## config.mk

```make
export PLATFORM = sky130hd
export DESIGN_NAME = mem_access_stage
export DESIGN_NICKNAME = d
export VERILOG_FILES = /design/src/rtl/mem_stage_pkg.sv /design/src/rtl/load_store_align.sv /design/src/rtl/mem_access_stage.sv
export SDC_FILE = /design/constraint.sdc
export NUM_CORES = 1
export LEC_CHECK = 0
export CAP_MARGIN = 20
export CORE_ASPECT_RATIO = 0.6
export CORE_UTILIZATION = 45
export DETAILED_ROUTE_END_ITERATION = 6
export HOLD_SLACK_MARGIN = 0.12
export PLACE_DENSITY_LB_ADDON = 0.12
export SETUP_SLACK_MARGIN = 0.1
export SLEW_MARGIN = 10
export SYNTH_ARGS = -nofsm -noshare
export SYNTH_HDL_FRONTEND = slang
export SYNTH_HIERARCHICAL = 1
export SYNTH_SLANG_ARGS = --single-unit
```

## constraint.sdc

```tcl
create_clock -name clk -period 8.2 [get_ports clk]
set_input_delay 1.64 -clock clk [delete_from_list [all_inputs] [get_ports clk]]
set_output_delay 1.64 -clock clk [all_outputs]
set_load 0.05 [all_outputs]
```

## src/rtl/mem_stage_pkg.sv

```systemverilog
// Shared definitions for the memory-access stage: control-word layout,
// writeback source codes, funct3 width codes and FSM states.
package mem_stage_pkg;

  localparam int CW_W        = 14;
  localparam int CW_BRANCH   = 13;
  localparam int CW_RF_WB    = 12;
  localparam int CW_MEM_WE   = 11;
  localparam int CW_WBSRC_HI = 10;
  localparam int CW_WBSRC_LO = 9;
  localparam int CW_PC_SRC   = 8;
  localparam int CW_RD_HI    = 7;
  localparam int CW_RD_LO    = 3;
  localparam int CW_F3_HI    = 2;
  localparam int CW_F3_LO    = 0;

  localparam logic [1:0] WB_ALU = 2'b00;
  localparam logic [1:0] WB_MEM = 2'b01;

  localparam logic [2:0] F3_B  = 3'b000;
  localparam logic [2:0] F3_H  = 3'b001;
  localparam logic [2:0] F3_W  = 3'b010;
  localparam logic [2:0] F3_BU = 3'b100;
  localparam logic [2:0] F3_HU = 3'b101;

  typedef enum logic [1:0] {
    ST_IDLE = 2'd0,
    ST_REQ  = 2'd1,
    ST_WAIT = 2'd2
  } state_e;

endpackage

```

## src/rtl/load_store_align.sv

```systemverilog
// Byte-lane steering for stores and lane extraction/extension for loads,
// plus misalignment and illegal-width detection.
module load_store_align
  import mem_stage_pkg::*;
(
  input  logic [2:0]  funct3_i,
  input  logic [1:0]  adr_lo_i,
  input  logic        is_store_i,
  input  logic [31:0] store_data_i,
  input  logic [31:0] rdata_i,
  output logic [3:0]  be_o,
  output logic [31:0] wdata_o,
  output logic        misaligned_o,
  output logic        illegal_o,
  output logic [31:0] load_data_o
);

  logic [31:0] shifted;
  assign shifted = rdata_i >> {adr_lo_i, 3'b000};

  always_comb begin
    be_o         = 4'b0000;
    wdata_o      = store_data_i;
    misaligned_o = 1'b0;
    illegal_o    = 1'b1;
    load_data_o  = '0;
    case (funct3_i)
      F3_B: begin
        be_o        = 4'b0001 << adr_lo_i;
        wdata_o     = {4{store_data_i[7:0]}};
        load_data_o = {{24{shifted[7]}}, shifted[7:0]};
        illegal_o   = 1'b0;
      end
      F3_H: begin
        be_o         = 4'b0011 << {adr_lo_i[1], 1'b0};
        wdata_o      = {2{store_data_i[15:0]}};
        load_data_o  = {{16{shifted[15]}}, shifted[15:0]};
        misaligned_o = adr_lo_i[0];
        illegal_o    = 1'b0;
      end
      F3_W: begin
        be_o         = 4'b1111;
        load_data_o  = rdata_i;
        misaligned_o = |adr_lo_i;
        illegal_o    = 1'b0;
      end
      // Unsigned widths exist only for loads.
      F3_BU: begin
        be_o        = 4'b0001 << adr_lo_i;
        load_data_o = {24'h0, shifted[7:0]};
        illegal_o   = is_store_i;
      end
      F3_HU: begin
        be_o         = 4'b0011 << {adr_lo_i[1], 1'b0};
        load_data_o  = {16'h0, shifted[15:0]};
        misaligned_o = adr_lo_i[0];
        illegal_o    = is_store_i;
      end
      default: ;
    endcase
  end

endmodule

```

## src/rtl/mem_access_stage.sv

```systemverilog
// Memory-access stage: runs loads/stores on a req/gnt/rvalid port and
// produces one registered writeback beat per instruction.
//   state   | meaning
//   IDLE    | ready for a new instruction; pass-through and faults finish here
//   REQ     | dmem_req high, request fields held until gnt
//   WAIT    | load granted, waiting for rvalid
module mem_access_stage
  import mem_stage_pkg::*;
#(
  parameter int ADDR_W = 32
) (
  input  logic              clk,
  input  logic              rst_n,
  input  logic              ex_valid,
  output logic              ex_ready,
  input  logic [CW_W-1:0]   control_word_ex,
  input  logic [31:0]       ALU_result,
  input  logic [31:0]       calculated_adr,
  input  logic [31:0]       regfileb_ex,
  output logic              dmem_req,
  output logic              dmem_we,
  output logic [3:0]        dmem_be,
  output logic [ADDR_W-1:0] dmem_addr,
  output logic [31:0]       dmem_wdata,
  input  logic              dmem_gnt,
  input  logic              dmem_rvalid,
  input  logic [31:0]       dmem_rdata,
  output logic              wb_valid,
  output logic              wb_rf_we,
  output logic [4:0]        wb_rd,
  output logic [31:0]       wb_data,
  output logic              mem_fault
);

  state_e      state_q, state_d;
  logic [2:0]  f3_q, f3_d;
  logic [31:0] adr_q, adr_d, sdata_q, sdata_d;
  logic [4:0]  rd_q, rd_d;
  logic        rf_wb_q, rf_wb_d, store_q, store_d;
  logic        wb_valid_q, wb_valid_d, wb_rf_we_q, wb_rf_we_d;
  logic        fault_q, fault_d;
  logic [4:0]  wb_rd_q, wb_rd_d;
  logic [31:0] wb_data_q, wb_data_d;

  logic        ex_rf_wb, ex_mem_we, ex_is_load;
  logic [4:0]  ex_rd;
  logic [2:0]  ex_f3;
  logic        unused_ctl;

  assign ex_rf_wb   = control_word_ex[CW_RF_WB];
  assign ex_mem_we  = control_word_ex[CW_MEM_WE];
  assign ex_rd      = control_word_ex[CW_RD_HI:CW_RD_LO];
  assign ex_f3      = control_word_ex[CW_F3_HI:CW_F3_LO];
  assign ex_is_load = (control_word_ex[CW_WBSRC_HI:CW_WBSRC_LO] == WB_MEM) && !ex_mem_we;
  // Branch outcome and pc_src are consumed by fetch directly from execute.
  assign unused_ctl = control_word_ex[CW_BRANCH] ^ control_word_ex[CW_PC_SRC];

  logic        idle;
  logic [3:0]  al_be;
  logic [31:0] al_wdata, al_load;
  logic        al_mis, al_ill;

  assign idle = (state_q == ST_IDLE);

  // In IDLE the aligner judges the incoming access; afterwards the captured one.
  load_store_align u_align (
    .funct3_i     (idle ? ex_f3 : f3_q),
    .adr_lo_i     (idle ? calculated_adr[1:0] : adr_q[1:0]),
    .is_store_i   (idle ? ex_mem_we : store_q),
    .store_data_i (sdata_q),
    .rdata_i      (dmem_rdata),
    .be_o         (al_be),
    .wdata_o      (al_wdata),
    .misaligned_o (al_mis),
    .illegal_o    (al_ill),
    .load_data_o  (al_load)
  );

  always_comb begin
    state_d    = state_q;
    f3_d       = f3_q;
    adr_d      = adr_q;
    sdata_d    = sdata_q;
    rd_d       = rd_q;
    rf_wb_d    = rf_wb_q;
    store_d    = store_q;
    wb_valid_d = 1'b0;
    fault_d    = 1'b0;
    wb_rf_we_d = wb_rf_we_q;
    wb_rd_d    = wb_rd_q;
    wb_data_d  = wb_data_q;
    case (state_q)
      ST_IDLE: begin
        if (ex_valid) begin
          if (ex_is_load || ex_mem_we) begin
            if (al_mis || al_ill) begin
              wb_valid_d = 1'b1;
              fault_d    = 1'b1;
              wb_rf_we_d = 1'b0;
              wb_rd_d    = ex_rd;
              wb_data_d  = '0;
            end else begin
              f3_d    = ex_f3;
              adr_d   = calculated_adr;
              sdata_d = regfileb_ex;
              rd_d    = ex_rd;
              rf_wb_d = ex_rf_wb;
              store_d = ex_mem_we;
              state_d = ST_REQ;
            end
          end else begin
            wb_valid_d = 1'b1;
            wb_rf_we_d = ex_rf_wb && (ex_rd != 5'd0);
            wb_rd_d    = ex_rd;
            wb_data_d  = ALU_result;
          end
        end
      end
      ST_REQ: begin
        if (dmem_gnt) begin
          if (store_q) begin
            wb_valid_d = 1'b1;
            wb_rf_we_d = 1'b0;
            wb_rd_d    = rd_q;
            wb_data_d  = '0;
            state_d    = ST_IDLE;
          end else begin
            state_d = ST_WAIT;
          end
        end
      end
      ST_WAIT: begin
        if (dmem_rvalid) begin
          wb_valid_d = 1'b1;
          wb_rf_we_d = rf_wb_q && (rd_q != 5'd0);
          wb_rd_d    = rd_q;
          wb_data_d  = al_load;
          state_d    = ST_IDLE;
        end
      end
      default: state_d = ST_IDLE;
    endcase
  end

  always_ff @(posedge clk or negedge rst_n) begin
    if (!rst_n) begin
      state_q    <= ST_IDLE;
      f3_q       <= '0;
      adr_q      <= '0;
      sdata_q    <= '0;
      rd_q       <= '0;
      rf_wb_q    <= 1'b0;
      store_q    <= 1'b0;
      wb_valid_q <= 1'b0;
      fault_q    <= 1'b0;
      wb_rf_we_q <= 1'b0;
      wb_rd_q    <= '0;
      wb_data_q  <= '0;
    end else begin
      state_q    <= state_d;
      f3_q       <= f3_d;
      adr_q      <= adr_d;
      sdata_q    <= sdata_d;
      rd_q       <= rd_d;
      rf_wb_q    <= rf_wb_d;
      store_q    <= store_d;
      wb_valid_q <= wb_valid_d;
      fault_q    <= fault_d;
      wb_rf_we_q <= wb_rf_we_d;
      wb_rd_q    <= wb_rd_d;
      wb_data_q  <= wb_data_d;
    end
  end

  assign ex_ready   = idle;
  assign dmem_req   = (state_q == ST_REQ);
  assign dmem_we    = dmem_req && store_q;
  assign dmem_be    = dmem_req ? al_be : 4'b0000;
  assign dmem_addr  = dmem_req ? {adr_q[ADDR_W-1:2], 2'b00} : '0;
  assign dmem_wdata = dmem_we ? al_wdata : '0;
  assign wb_valid   = wb_valid_q;
  assign wb_rf_we   = wb_rf_we_q;
  assign wb_rd      = wb_rd_q;
  assign wb_data    = wb_data_q;
  assign mem_fault  = fault_q;

endmodule

```

Word-level counts from Yosys, hierarchy flattened
Index checks and enable logic that the tools add are counted.
{"block": "totals", "reg_bits": 116, "inputBits": 147, "out_inout_bits": 111, "elab_cells": 99}
{"block": "classes", "eq_ne": 14, "shift": 3, "mux": 49, "bitwise": 1, "n_reduce_logical": 20}
{"operator": "$mux 32", "count": 8}
{"operator": "$pmux 32 s5", "count": 1}
{"operator": "$pmux 32 s3", "count": 1}
{"operator": "$pmux 32 s2", "count": 1}
{"operator": "$shr 32x5->16", "count": 1}
{"operator": "$mux 5", "count": 6}
{"operator": "$mux 1", "count": 16}
{"operator": "$pmux 5 s3", "count": 1}
{"operator": "$mux 2", "count": 7}
{"operator": "$pmux 4 s3", "count": 1}
{"operator": "$reduce_bool 5->1", "count": 2}
{"operator": "$reduce_or 2->1", "count": 4}
{"operator": "$eq 3x3->1 const B", "count": 2}
{"operator": "$ne 2x1->1 const B", "count": 3}
{"operator": "$ne 2x2->1 const B", "count": 3}
{"operator": "$pmux 1 s3", "count": 2}
{"operator": "$pmux 2 s3", "count": 1}
{"operator": "$reduce_and 6->1", "count": 1}
{"operator": "$reduce_and 5->1", "count": 1}
{"operator": "$eq 2x1->1 const B", "count": 2}
{"operator": "$logic_and 1x1->1", "count": 4}
{"operator": "$mux 4", "count": 1}
{"operator": "$pmux 1 s2", "count": 2}
{"operator": "$reduce_and 4->1", "count": 1}
{"operator": "other kinds (14)", "count": 15}

Logic depth before layout (Yosys ltp)
{"block": "depth", "depth_word": 10, "depth_mapped": 15, "mapped_depth_nobuf": 10}

By module
Netlist, hierarchy kept.
{"module": "mem_access_stage", "instances": 1, "cells_per_inst": 409, "area_each_um2": 5490.3, "seq_area_each_um2": 2902.8}
{"module": "load_store_align", "instances": 1, "cells_per_inst": 184, "area_each_um2": 1253.7, "seq_area_each_um2": 0.0}

Worst setup path before layout
OpenSTA, ideal clock, no wires.
{"block": "synth_path", "kind": "input-to-output", "start": "input port control_word_ex[2]", "end": "output port dmem_wdata[16]", "arrival_time_ns": 3.251, "t_required_ns": 6.560, "slack_ns": 3.309, "cell_stages": 6, "path_buffers": 2, "path_cell_list": "mux2_2 > clkbuf_1 > nor2_1 > buf_2 > mux2_2 > and3_1"}
{"block": "synth_via", "elab_chain_len": 4, "elab_cells_between_ends": 5, "cone_classes": "eq/ne: 1; mux: 3; reduce/logical: 1"}
{"item": "start, declared", "line": "mem_access_stage.sv:16", "text": "input logic [CW_W-1:0] control_word_ex,"}
{"item": "$mux 3 *", "line": "mem_access_stage.sv:67", "text": ".funct3_i (idle ? ex_f3 : f3_q),"}
{"item": "$eq 3x1->1 or $logic_not 3->1 (tied branches)", "line": "load_store_align.sv:27", "text": "case (funct3_i)"}
{"item": "$pmux 32 s2 *", "line": "load_store_align.sv:27"}
{"item": "net al_wdata[16]", "line": "mem_access_stage.sv:60", "text": "logic [31:0] al_wdata, al_load;"}
{"item": "$mux 32 *", "line": "mem_access_stage.sv:180", "text": "assign dmem_wdata = dmem_we ? al_wdata : '0;"}
{"item": "end, declared", "line": "mem_access_stage.sv:24", "text": "output logic [31:0] dmem_wdata,"}
Mark *: on every way through the listed nets, which the timed path passes. The rest lies on a longest branch.

Worst setup path after layout
{"block": "layout_path", "start": "input port control_word_ex[2]", "end": "output port dmem_wdata[17]"}
The elaborated chain is that of the path after synthesis.

==> out/metrics.cfg <==
[route]
dr.pass1.iters=4
via_per_inst=5.38
num_vias=5497
drc_errors=0
drt_iter0_markers=304
wl_per_cell_microns=19.4
ant_nets=0
finalWirelength_mm=19.8

[global_route]
first_global_vias=5705
antenna_found_initial=1
grt_usage_pct=26.3
overflow=0
grt_pass1_wl_mm=31.5
grt_start_max_net_pins=75

[die]
num_rows=34
num_io_pins=258
die_area_sq_mm=0.0155
core_sq_mm=0.0145
initial_utilization_pct=46.4
dieHeight_microns=96.8
dieWidth_microns=160

[timing]
worst_pin_slew_ns=1.11
slew_headroom_pct=25.7
setup_tns_ns=0
slew_violations=0
clock_skew_ns=0.0135
rsz0062_at_grt=no
period_needed_ns=6.34
setup_violations=0
hold_viol_final=0
timing.final.crit_share_pct=77.3
fmax_mhz=158

[clock_tree]
ctsResizeCount=0
cts-htree-levels=4
cts.sinks=116
clock_latency_ns=0.41
cts-root-buf=clkbuf_16
tritoncts=yes
postCtsSetupBuffers=0
clkTransAtPathRegs_ns=0.05
cts.hold.buffers_added=0
cts-buffers-inserted=17
cts_buffer_depth=2

[layout]
n_fill_cell=1106
diodes=0
final_nets=964
register_area_sq_mm=0.00290
postLayoutCoreUtil_pct=68.1
syn2layout_area_growth_pct=46.8
layout-drive-gt1-share_pct=24.2
multiInputGateArea_sq_mm=0.00350
finalInstanceArea_sq_mm=0.00990

[yosys]
syn_inst=593
synth-simple-area-share_pct=11.1
synthMuxAreaShare_pct=27.2
netlist_top_cells_area=dfrtp_1, mux2_2, mux2_4
netlist_area_sq_mm=0.00674
synth_xor_area_share_pct=0
synth_seq_area_share_pct=43.0
synth_top_cell_by_area=dfrtp_1
synthTopCellsByCount=mux2_2, dfrtp_1, and2_1, and3_1, a22o_1
synthFlopType=dfrtp_1
synth.distinct_cells=45
yosysMostFrequentCell=mux2_2
synth-compound-area-share_pct=12.1
synth-edff-count=0
synth_top_family_by_area=multiplexers
ys_async_sr_fraction_pct=100
ys_ff_latch=116
syn_avg_cell_area_sq_um=11.4
synthAdderAreaFrac_pct=1.11
synth_top_area_share_pct=43.0
yosysWarnings=6

[run_status]
run_status=finished clean

[placed_design]
placed_area_sq_mm=0.00924
gp_congestion=0.916
portBuffers=253
dp_hpwl_mm=14.0

[critical_path]
crit_path_start_kind=input port
critPathRequiredTime_ns=6.56
crit_fanout=24
cp-end-kind=primary output
crit_type=input port to primary output
reg2reg_slack_ns=4.03
arrival_ns=4.70

[power]
power.density_mw_per_mm2=475
peakVddDrop_uv=265
power.static_leakage_nw=4.31

[job]
drv_cap=0

[hold_path]
hp-class=register to register

[critical path, stage by stage]
cell	delay, ns
clkdlybuf4s50_1	0.41
mux2_2	0.47
nor2_2	0.86
mux2_2	0.43
and3_1	0.18
clkdlybuf4s50_1	0.69
[where the power goes]
part / switching (W) / internal, W / leakage [nW]
Combinational: 0.00168 / 0.00120 / 2.58
Clock: 0.000280 / 0.000494 / 0.292
Sequential: 0.000187 / 0.000853 / 1.44
[logic make-up after synthesis]
group	Yosys count
mux	158
simple gates	134
flops	116
compound gates	109
buf+inv	69
fa+ha+maj	6
other cells	1
[worst paths after layout]
path,startpoint,end,depth (start not counted)
worst max-delay path,control_word_ex[2],dmem_wdata[17],6
worst min-delay path,adr_q[1]$_DFFE_PN0P_,adr_q[1]$_DFFE_PN0P_,1
worst max register to register,state_q[0]$_DFFE_PN0P_,wb_data[29]$_DFFE_PN0P_,10
worst min register to register,adr_q[1]$_DFFE_PN0P_,adr_q[1]$_DFFE_PN0P_,1
max in group asynchronous,rst_n,mem_fault$_DFF_PN0_,2
min in group asynchronous,rst_n,wb_data[27]$_DFFE_PN0P_,1
[sequential cells by signal, summed over array words and instances (netlist names)]
signal / count
state_q: 2
sdata_q: 32
wb_valid: 1
f3_q: 3
rd_q: 5
rf_wb_q: 1
wb_rd: 5
adr_q: 32
mem_fault: 1
wb_rf_we: 1
store_q: 1
wb_data: 32
[placed cells by master (no fill, tap or decap), types with 3 or more instances in the layout]
master,netlist,layout
nor2b_1,3,3
o2bb2ai_1,7,7
mux2_2,128,128
clkbuf_16,0,17
dfrtp_1,116,116
clkdlybuf4s50_1,0,252
inv_1,8,8
o21ai_0,6,6
a22o_1,32,32
a211o_1,8,8
mux2i_1,11,11
and2_1,36,36
clkinvlp_4,0,3
nand2_1,21,21
a21oi_1,28,28
ha_1,6,5
clkinv_2,0,3
nand2b_1,5,5
nor2_1,24,23
a22oi_1,15,15
mux2_4,19,19
buf_4,10,5
and3_1,33,33
bufinv_16,0,3
[cell type report]
cell class | count | share of cell area [%]
multi-input combinational | 409 | 35.4
sequential | 116 | 29.3
timing repair buffer | 259 | 26.3
clock buffer | 20 | 4.61
tap | 198 | 2.50
clock inverter | 12 | 1.55
inverter | 8 | 0.303
[stage by stage]
step           hold slack [ns]  cells  total power (W)  setup WS (ns)
2_1_floorplan            0.471    594          0.00314           3.31
3_3_place_gp             0.480    987          0.00383           1.88
3_5_place_dp             0.488    987          0.00390           1.89
4_1_cts                  0.500   1019          0.00470           1.88
5_1_grt                  0.516   1022          0.00495           1.70
6_report                 0.498   1022          0.00470           1.86
[metal layers]
metal / wire length [microns] / track usage, % / up-vias / part of all wire, %
li1: - / - / 2562 / -
met1: 9420 / 38.1 / 2700 / 48
met2: 8530 / 37.2 / 213 / 43
met3: 1670 / 8.83 / 20 / 8.4
met4: 189 / 6.81 / 2 / 0.95
met5: 13 / 0 / - / 0.066
Power figures use the tool's default switching activity.
